File: config.mk
export PLATFORM = sky130hd
export DESIGN_NAME = multicycle_control
export DESIGN_NICKNAME = d
export VERILOG_FILES = /design/src/rtl/multicycle_pkg.sv /design/src/rtl/multicycle_control_imm_gen.sv /design/src/rtl/multicycle_control.sv
export SDC_FILE = /design/constraint.sdc
export NUM_CORES = 1
export LEC_CHECK = 0
export ABC_AREA = 1
export BUFFER_PORTS_ARGS = -buffer_cell sky130_fd_sc_hd__buf_4
export CORE_ASPECT_RATIO = 1.5
export CORE_MARGIN = 2
export CORE_UTILIZATION = 43
export DETAILED_ROUTE_END_ITERATION = 10
export MAX_ROUTING_LAYER = met4
export PLACE_DENSITY = 0.85
export SKIP_CTS_REPAIR_TIMING = 1
export SYNTH_ARGS = -nofsm -noshare
export SYNTH_HDL_FRONTEND = slang
export SYNTH_SLANG_ARGS = --single-unit
export TNS_END_PERCENT = 30
File: constraint.sdc
create_clock -name clk -period 3.6 [get_ports clk]
set_input_delay 0.18 -clock clk [delete_from_list [all_inputs] [get_ports clk]]
set_output_delay 0.18 -clock clk [all_outputs]
set_load 0.03 [all_outputs]
File: src/rtl/multicycle_pkg.sv
// Shared types and constants for the multi-cycle RV32I control path.
//   state_t   : sequencing FSM states
//   opcodes   : RV32I major opcodes recognised by the core
//   alu_op_t  : ALU operation code driven on alu_op
//   pc_sel_t  : next-PC source select
//   wb_sel_t  : register write-back source select
package multicycle_pkg;

    typedef enum logic [2:0] {
        S_FETCH     = 3'd0,
        S_DECODE    = 3'd1,
        S_EXECUTE   = 3'd2,
        S_MEM       = 3'd3,
        S_WRITEBACK = 3'd4,
        S_HALT      = 3'd5
    } state_t;

    localparam logic [6:0] OP     = 7'b0110011;
    localparam logic [6:0] OP_IMM = 7'b0010011;
    localparam logic [6:0] LOAD   = 7'b0000011;
    localparam logic [6:0] STORE  = 7'b0100011;
    localparam logic [6:0] BRANCH = 7'b1100011;
    localparam logic [6:0] JAL    = 7'b1101111;
    localparam logic [6:0] JALR   = 7'b1100111;
    localparam logic [6:0] LUI    = 7'b0110111;
    localparam logic [6:0] AUIPC  = 7'b0010111;

    typedef enum logic [3:0] {
        ALU_ADD    = 4'd0,
        ALU_SUB    = 4'd1,
        ALU_SLL    = 4'd2,
        ALU_SLT    = 4'd3,
        ALU_SLTU   = 4'd4,
        ALU_XOR    = 4'd5,
        ALU_SRL    = 4'd6,
        ALU_SRA    = 4'd7,
        ALU_OR     = 4'd8,
        ALU_AND    = 4'd9,
        ALU_PASS_B = 4'd10
    } alu_op_t;

    typedef enum logic [1:0] {
        PC_PLUS4 = 2'd0,
        PC_IMM   = 2'd1,
        PC_ALU   = 2'd2
    } pc_sel_t;

    typedef enum logic [1:0] {
        WB_ALU  = 2'd0,
        WB_LOAD = 2'd1,
        WB_PC4  = 2'd2
    } wb_sel_t;

    // Arithmetic/logic op for OP and OP-IMM. funct7[5] only selects SUB for
    // register ops; for shifts it selects arithmetic right in both forms.
    function automatic alu_op_t alu_decode(input logic [2:0] funct3,
                                           input logic       funct7_b5,
                                           input logic       is_reg);
        alu_op_t op;
        case (funct3)
            3'b000:  op = (is_reg && funct7_b5) ? ALU_SUB : ALU_ADD;
            3'b001:  op = ALU_SLL;
            3'b010:  op = ALU_SLT;
            3'b011:  op = ALU_SLTU;
            3'b100:  op = ALU_XOR;
            3'b101:  op = funct7_b5 ? ALU_SRA : ALU_SRL;
            3'b110:  op = ALU_OR;
            default: op = ALU_AND;
        endcase
        return op;
    endfunction

    // Comparison the ALU performs so it can produce branch_taken.
    function automatic alu_op_t branch_alu_op(input logic [2:0] funct3);
        alu_op_t op;
        case (funct3)
            3'b100, 3'b101: op = ALU_SLT;
            3'b110, 3'b111: op = ALU_SLTU;
            default:        op = ALU_SUB;
        endcase
        return op;
    endfunction

endpackage

File: src/rtl/multicycle_control_imm_gen.sv
// Immediate generator: decodes the I/S/B/U/J immediate from the instruction
// according to its opcode and sign-extends it to XLEN (XLEN >= 32).
// Opcodes without an immediate (OP, unknown) produce 0.
//   instr : instruction word
//   imm   : sign-extended immediate
module imm_gen
    import multicycle_pkg::*;
#(
    parameter int XLEN = 32
) (
    input  logic [31:0]     instr,
    output logic [XLEN-1:0] imm
);

    logic signed [31:0] imm_raw;

    always_comb begin
        imm_raw = '0;
        case (instr[6:0])
            OP_IMM, LOAD, JALR:
                imm_raw = {{20{instr[31]}}, instr[31:20]};
            STORE:
                imm_raw = {{20{instr[31]}}, instr[31:25], instr[11:7]};
            BRANCH:
                imm_raw = {{19{instr[31]}}, instr[31], instr[7],
                           instr[30:25], instr[11:8], 1'b0};
            LUI, AUIPC:
                imm_raw = {instr[31:12], 12'b0};
            JAL:
                imm_raw = {{11{instr[31]}}, instr[31], instr[19:12],
                           instr[20], instr[30:21], 1'b0};
            default:
                imm_raw = '0;
        endcase
        imm = XLEN'(imm_raw);
    end

endmodule

File: src/rtl/multicycle_control.sv
// Main sequencing FSM of the multi-cycle RV32I core.
// Ports:
//   clk, rst                 : clock, synchronous active-high reset
//   instr                    : instruction register contents
//   mem_ready                : memory handshake completion
//   branch_taken             : ALU branch-compare result (EXECUTE)
//   mem_req/mem_we/mem_addr_sel : shared memory port control
//   ir_load, pc_load, pc_sel : IR/PC update control
//   rf_rs1/rf_rs2/rf_rd/rf_write : register file control
//   alu_op, alu_src_a, alu_src_b : ALU control
//   wb_sel                   : write-back source
//   imm                      : sign-extended immediate
//   illegal, bus_err         : sticky error flags
module multicycle_control
    import multicycle_pkg::*;
#(
    parameter int XLEN        = 32,
    parameter int MEM_TIMEOUT = 255
) (
    input  logic            clk,
    input  logic            rst,
    input  logic [31:0]     instr,
    input  logic            mem_ready,
    input  logic            branch_taken,
    output logic            mem_req,
    output logic            mem_we,
    output logic            mem_addr_sel,
    output logic            ir_load,
    output logic            pc_load,
    output logic [1:0]      pc_sel,
    output logic [4:0]      rf_rs1,
    output logic [4:0]      rf_rs2,
    output logic [4:0]      rf_rd,
    output logic            rf_write,
    output logic [3:0]      alu_op,
    output logic            alu_src_a,
    output logic            alu_src_b,
    output logic [1:0]      wb_sel,
    output logic [XLEN-1:0] imm,
    output logic            illegal,
    output logic            bus_err
);

    localparam int CNT_W = (MEM_TIMEOUT > 1) ? $clog2(MEM_TIMEOUT + 1) : 1;
    // A wait cycle seen with the counter at this value would make it reach
    // MEM_TIMEOUT, so that is where the request is abandoned.
    localparam logic [CNT_W-1:0] CNT_LAST =
        (MEM_TIMEOUT > 0) ? CNT_W'(MEM_TIMEOUT - 1) : '0;

    state_t           state_q, state_d;
    logic [CNT_W-1:0] cnt_q, cnt_d;
    logic             illegal_q, illegal_d;
    logic             bus_err_q, bus_err_d;
    // Low for the first FETCH cycle after reset so every output reads 0 on
    // the cycle after rst is sampled, as the memory side expects.
    logic             req_en_q, req_en_d;

    logic [6:0]       opcode;
    logic [2:0]       funct3;
    logic [XLEN-1:0]  imm_dec;
    logic             waiting;
    alu_op_t          alu_op_e;
    pc_sel_t          pc_sel_e;
    wb_sel_t          wb_sel_e;

    assign opcode = instr[6:0];
    assign funct3 = instr[14:12];

    imm_gen #(
        .XLEN (XLEN)
    ) u_imm_gen (
        .instr (instr),
        .imm   (imm_dec)
    );

    always_comb begin
        state_d      = state_q;
        cnt_d        = cnt_q;
        illegal_d    = illegal_q;
        bus_err_d    = bus_err_q;
        req_en_d     = 1'b1;
        waiting      = 1'b0;
        mem_req      = 1'b0;
        mem_we       = 1'b0;
        mem_addr_sel = 1'b0;
        ir_load      = 1'b0;
        pc_load      = 1'b0;
        pc_sel_e     = PC_PLUS4;
        rf_rs1       = '0;
        rf_rs2       = '0;
        rf_rd        = '0;
        rf_write     = 1'b0;
        alu_op_e     = ALU_ADD;
        alu_src_a    = 1'b0;
        alu_src_b    = 1'b0;
        wb_sel_e     = WB_ALU;
        imm          = '0;

        // Source addresses and immediate are presented from DECODE until the
        // instruction retires; instr is stable over that whole window.
        if (state_q inside {S_DECODE, S_EXECUTE, S_MEM, S_WRITEBACK}) begin
            rf_rs1 = instr[19:15];
            rf_rs2 = instr[24:20];
            imm    = imm_dec;
        end

        case (state_q)
            S_FETCH: begin
                if (req_en_q) begin
                    mem_req = 1'b1;
                    if (mem_ready) begin
                        ir_load = 1'b1;
                        state_d = S_DECODE;
                    end else begin
                        waiting = 1'b1;
                    end
                end
            end

            S_DECODE: begin
                state_d = S_EXECUTE;
            end

            S_EXECUTE: begin
                case (opcode)
                    OP: begin
                        alu_op_e = alu_decode(funct3, instr[30], 1'b1);
                        state_d  = S_WRITEBACK;
                    end
                    OP_IMM: begin
                        alu_op_e  = alu_decode(funct3, instr[30], 1'b0);
                        alu_src_b = 1'b1;
                        state_d   = S_WRITEBACK;
                    end
                    LUI: begin
                        alu_op_e  = ALU_PASS_B;
                        alu_src_b = 1'b1;
                        state_d   = S_WRITEBACK;
                    end
                    AUIPC, JAL: begin
                        alu_src_a = 1'b1;
                        alu_src_b = 1'b1;
                        state_d   = S_WRITEBACK;
                    end
                    JALR: begin
                        alu_src_b = 1'b1;
                        state_d   = S_WRITEBACK;
                    end
                    LOAD, STORE: begin
                        alu_src_b = 1'b1;
                        state_d   = S_MEM;
                    end
                    BRANCH: begin
                        alu_op_e = branch_alu_op(funct3);
                        pc_load  = 1'b1;
                        pc_sel_e = branch_taken ? PC_IMM : PC_PLUS4;
                        state_d  = S_FETCH;
                    end
                    default: begin
                        illegal_d = 1'b1;
                        state_d   = S_HALT;
                    end
                endcase
            end

            S_MEM: begin
                mem_req      = 1'b1;
                mem_addr_sel = 1'b1;
                mem_we       = (opcode == STORE);
                if (mem_ready) begin
                    if (opcode == STORE) begin
                        pc_load = 1'b1;
                        state_d = S_FETCH;
                    end else begin
                        state_d = S_WRITEBACK;
                    end
                end else begin
                    waiting = 1'b1;
                end
            end

            S_WRITEBACK: begin
                rf_rd    = instr[11:7];
                rf_write = (instr[11:7] != 5'd0);
                pc_load  = 1'b1;
                if (opcode == LOAD) begin
                    wb_sel_e = WB_LOAD;
                end else if (opcode == JAL || opcode == JALR) begin
                    wb_sel_e = WB_PC4;
                    pc_sel_e = PC_ALU;
                end
                state_d = S_FETCH;
            end

            S_HALT: begin
                state_d = S_HALT;
            end

            default: begin
                state_d = S_FETCH;
            end
        endcase

        if (waiting) begin
            if (MEM_TIMEOUT != 0 && cnt_q == CNT_LAST) begin
                bus_err_d = 1'b1;
                state_d   = S_HALT;
            end else begin
                cnt_d = cnt_q + 1'b1;
            end
        end

        if (state_d != state_q) begin
            cnt_d = '0;
        end
    end

    assign pc_sel  = pc_sel_e;
    assign alu_op  = alu_op_e;
    assign wb_sel  = wb_sel_e;
    assign illegal = illegal_q;
    assign bus_err = bus_err_q;

    always_ff @(posedge clk) begin
        if (rst) begin
            state_q   <= S_FETCH;
            cnt_q     <= '0;
            illegal_q <= 1'b0;
            bus_err_q <= 1'b0;
            req_en_q  <= 1'b0;
        end else begin
            state_q   <= state_d;
            cnt_q     <= cnt_d;
            illegal_q <= illegal_d;
            bus_err_q <= bus_err_d;
            req_en_q  <= req_en_d;
        end
    end

endmodule

==> flow_summary.rst <==
.. list-table::
   :header-rows: 1

   * - Metric
     - Value
   * - Clock tree from TritonCTS
     - built
   * - Final Skew
     - 0.00419 ns
   * - Share of power burned in the clock network
     - 0.247
   * - Max Clock Freq
     - 0.394 GHz
   * - 1st-iter DRT viols
     - 109
   * - Number of antenna violations at the first check in global routing
     - 0
   * - Highest net fanout along the worst path
     - 26
   * - CP max stage cell
     - nor4_4
   * - Area inside the core boundary
     - 3890 µm²
   * - Number of warning messages in the yosys log
     - 0
   * - Number of core rows
     - 28
   * - Filler Cells Inserted
     - 386
   * - Hold Violations, Final
     - 0
   * - TritonCTS buffer count
     - 3
   * - ANT cells
     - 0
   * - First-pass GRT wire length
     - 9390 µm
   * - P per Cell Area
     - 201 nW/µm²
   * - VDD IR-drop max
     - 0.000286 V
   * - Pins over their slew limit
     - 0
   * - Port bufs
     - 100
   * - Clock Root Buffer
     - clkbuf_8
   * - RSZ-0062 raised after global routing
     - false
   * - Total net switching power
     - 0.000196 W
   * - Avg Vias per Cell
     - 5.01
   * - Critical path launch point type
     - register
   * - Tightest slew margin relative to the limit
     - 0.511
   * - Netlist area before placement
     - 1710 µm²
   * - Total wirelength of the detailed-routed design
     - 5580 µm
   * - Total I/O pin count
     - 101
   * - Post-layout nets
     - 451
   * - Number of optimization iterations in the first detailed-route pass
     - 4
   * - Remaining design rule violation count
     - 0
   * - Vias
     - 2,285
   * - CP peak stage delay
     - 0.68 ns
   * - Commonest cells after routing, fill and taps aside
     - 101 x buf_4, 77 x nand2_1, 57 x inv_1, 57 x nor2_1, 27 x a21oi_1
   * - Number of cells produced by synthesis
     - 314
   * - Critical register-to-register path startpoint
     - cnt_q[0]
   * - Worst path buffer plus inverter count
     - 3
   * - Launch instance of the worst min-delay path
     - rst
   * - Max-capacitance violation count
     - 0
   * - Storage cell area
     - 280 µm²
   * - Area Overhead vs Synth
     - 47.7%
   * - Run status
     - complete, no violations
   * - Final period utilization
     - 0.706
   * - Critical setup path kind
     - reg -> out
   * - Maximum level of the CTS H-tree
     - 1
   * - Clock insertion delay at the later pin of the skew report
     - 0.25 ns
   * - Post-layout power
     - 0.000508 W
   * - Final weighted congestion of routability-driven global placement
     - 0.951
   * - Critical Path Start
     - state_q[2]
   * - Cell family with most CP delay
     - simple AND/OR/NAND/NOR gates
   * - Worst-margin pin slew
     - 0.729 ns
   * - DR WL/cell
     - 12.2 µm
   * - Fraction of final layout cells with drive strength greater than 1
     - 0.290
   * - Synth unique cells
     - 34
   * - Clock period minus worst slack
     - 2.54 ns
   * - # clock sinks
     - 14
   * - Setup Viol. Count Final
     - 0
   * - Placed Instance Area
     - 2490 µm²
   * - Reg2reg end
     - cnt_q[7]
   * - Seq cells post-synth
     - 14
   * - Arrival time of the worst setup path
     - 2.36 ns
   * - Sequential fraction of design power
     - 0.326
   * - Clock transition at path regs
     - 0.05 ns
   * - Critical path cell sequence
     - inv_2 -> nand2_1 -> nor2_4 -> nor4_4 -> buf_4 -> a21oi_1 -> buf_4
   * - Number of global-route vias before repair
     - 2,175
   * - Required @ worst endpoint
     - 3.42 ns
   * - Switching part of the total
     - 0.385
   * - Proportion of synthesized chip area in sequential cells
     - 0.164
   * - Multi-input logic area
     - 1170 µm²
   * - Cell internal power dissipation
     - 0.000312 W
   * - Die extent in x
     - 55.6 µm
   * - Most frequent CP cell
     - buf_4
   * - Largest net degree at the start of global routing
     - 27
   * - Maximum buffer depth of the clock tree
     - 2
   * - Total Negative Setup Slacks
     - 0 ns
   * - Total nets after synthesis
     - 352
   * - Post-synthesis area per instance
     - 5.46 µm²
   * - Die height
     - 81.3 µm
   * - Number of cells on the critical path
     - 7
   * - Kind of capture point of the worst setup path
     - primary output
   * - Non-Filler Cell Area, Final
     - 2530 µm²
   * - Static leakage
     - 1.36 nW
   * - Worst r2r path cells
     - 9
   * - Relative contribution of combinational cells to total power
     - 0.427
   * - Die area
     - 4520 µm²
   * - Placed wire-length estimate after detailed placement
     - 4680 µm
   * - All-layer global routing usage
     - 0.258
   * - Leading cell type in the layout, fill and taps excluded
     - buf_4
   * - Remaining global-route overflow
     - 0
   * - Worst reg2reg setup slack
     - 1.84 ns
   * - Initial core utilization
     - 0.441
   * - Post-DRT Antenna Nets
     - 0
   * - Capture point of the worst path
     - imm[23]
   * - Class of the most critical hold timing path
     - in -> reg
[through the flow]
| stage | hold WS, ns | cells | util | setup slack, ns |
|---|---|---|---|---|
| 2_1_floorplan | 0.249 | 314 | - | 1.47 |
| 3_3_place_gp | 0.365 | 453 | 0.640 | 1.38 |
| 3_5_place_dp | 0.374 | 453 | 0.640 | 1.33 |
| 4_1_cts | 0.113 | 456 | 0.651 | 1.06 |
| 5_1_grt | 0.125 | 456 | 0.651 | 0.849 |
| 6_report | 0.118 | 456 | 0.651 | 1.06 |
[metal layers]
metal | vias to the layer above | global-route usage | share of wire
met2 | 91 | 0.468 | 0.51
met5 | - | - | 0
met1 | 1010 | 0.278 | 0.38
met3 | 10 | 0.0589 | 0.092
li1 | 1174 | - | -
met4 | 0 | 0.0829 | 0.015
[state kept, by name (all words and copies together) (netlist names)]
signal / flops
req_en_q: 1
state_q: 3
illegal: 1
bus_err: 1
cnt_q: 8
[area by class of cell]
cell class                 count  share of cell area
sequential                    14               0.111
timing repair buffer         101               0.300
multi-input combinational    234               0.464
inverter                      59              0.0875
tap                           45              0.0222
clock buffer                   3              0.0163
[cells in the mapped netlist]
library cell  count  area (µm²)
nor3b_1           6        45.0
xor2_1            5        43.8
inv_2             1        3.75
clkinv_1          1        3.75
a21boi_0          1        7.51
buf_2             4        20.0
a41oi_1           1        8.76
a22oi_1           5        37.5
nor2_2            3        18.8
nand2_2           3        18.8
o21bai_1          1        7.51
nor3_1            5        25.0
o31ai_1           1        7.51
o31ai_4           1        21.3
o21ai_0           9        45.0
o21a_1            1        7.51
a31oi_1           1        6.26
xnor2_1           2        17.5
nor4_1            3        18.8
dfxtp_1          14         280
nor4_4            1        21.3
a21oi_1          27         135
nor2_1           57         214
mux2i_1           1        10.0
nand3_1          12        60.1
o21ai_1           1        5.00
ha_1              2        25.0
clkbuf_1          2        7.51
inv_1            57         214
nor2_4            4        45.0
nand3_2           2        20.0
nand2_1          77         289
buf_6             1        11.3
nand4_1           2        12.5
[worst reg2reg max path, delay by kind of cell (launching register included)]
family          cells  cell delay, ns
simple gates        5            0.68
compound gates      2            0.38
fa+ha+maj           1            0.20
buf+inv             1            0.08
flops               1            0.36
[cell families (layout without fill, tap and decap cells)]
family / count (synthesis) / after routing / share of synthesized area
AO/OA/AOI/OAI: 49 / 49 / 0.169
XOR/XNOR: 7 / 7 / 0.0358
adder cells (fa/ha/maj): 2 / 2 / 0.0146
buffers and inverters: 66 / 163 / 0.152
flip-flops: 14 / 14 / 0.164
multiplexers: 1 / 1 / 0.00584
AND/OR/NAND/NOR: 175 / 175 / 0.460
[worst min-delay path by stage]
stage / to / slack (ns) / cells after the start
after CTS: state_q[2] / 0.11 / 2
after detailed placement: state_q[2] / 0.37 / 2
after floorplan: state_q[2] / 0.25 / 1
after global routing: state_q[2] / 0.12 / 2
final: state_q[2] / 0.12 / 2
after global placement: state_q[2] / 0.37 / 2
[power by group through the flow]
stage | clock (W) | sequential (W) | combinational (W)
floorplan | 0 | 0.000169 | 0.000129
global placement | 0 | 0.000168 | 0.000213
detailed placement | 0 | 0.000169 | 0.000216
CTS | 0.000129 | 0.000165 | 0.000217
global route | 0.000133 | 0.000166 | 0.000237
finish | 0.000125 | 0.000166 | 0.000217
Note: power is estimated with default switching activity, not from simulation.
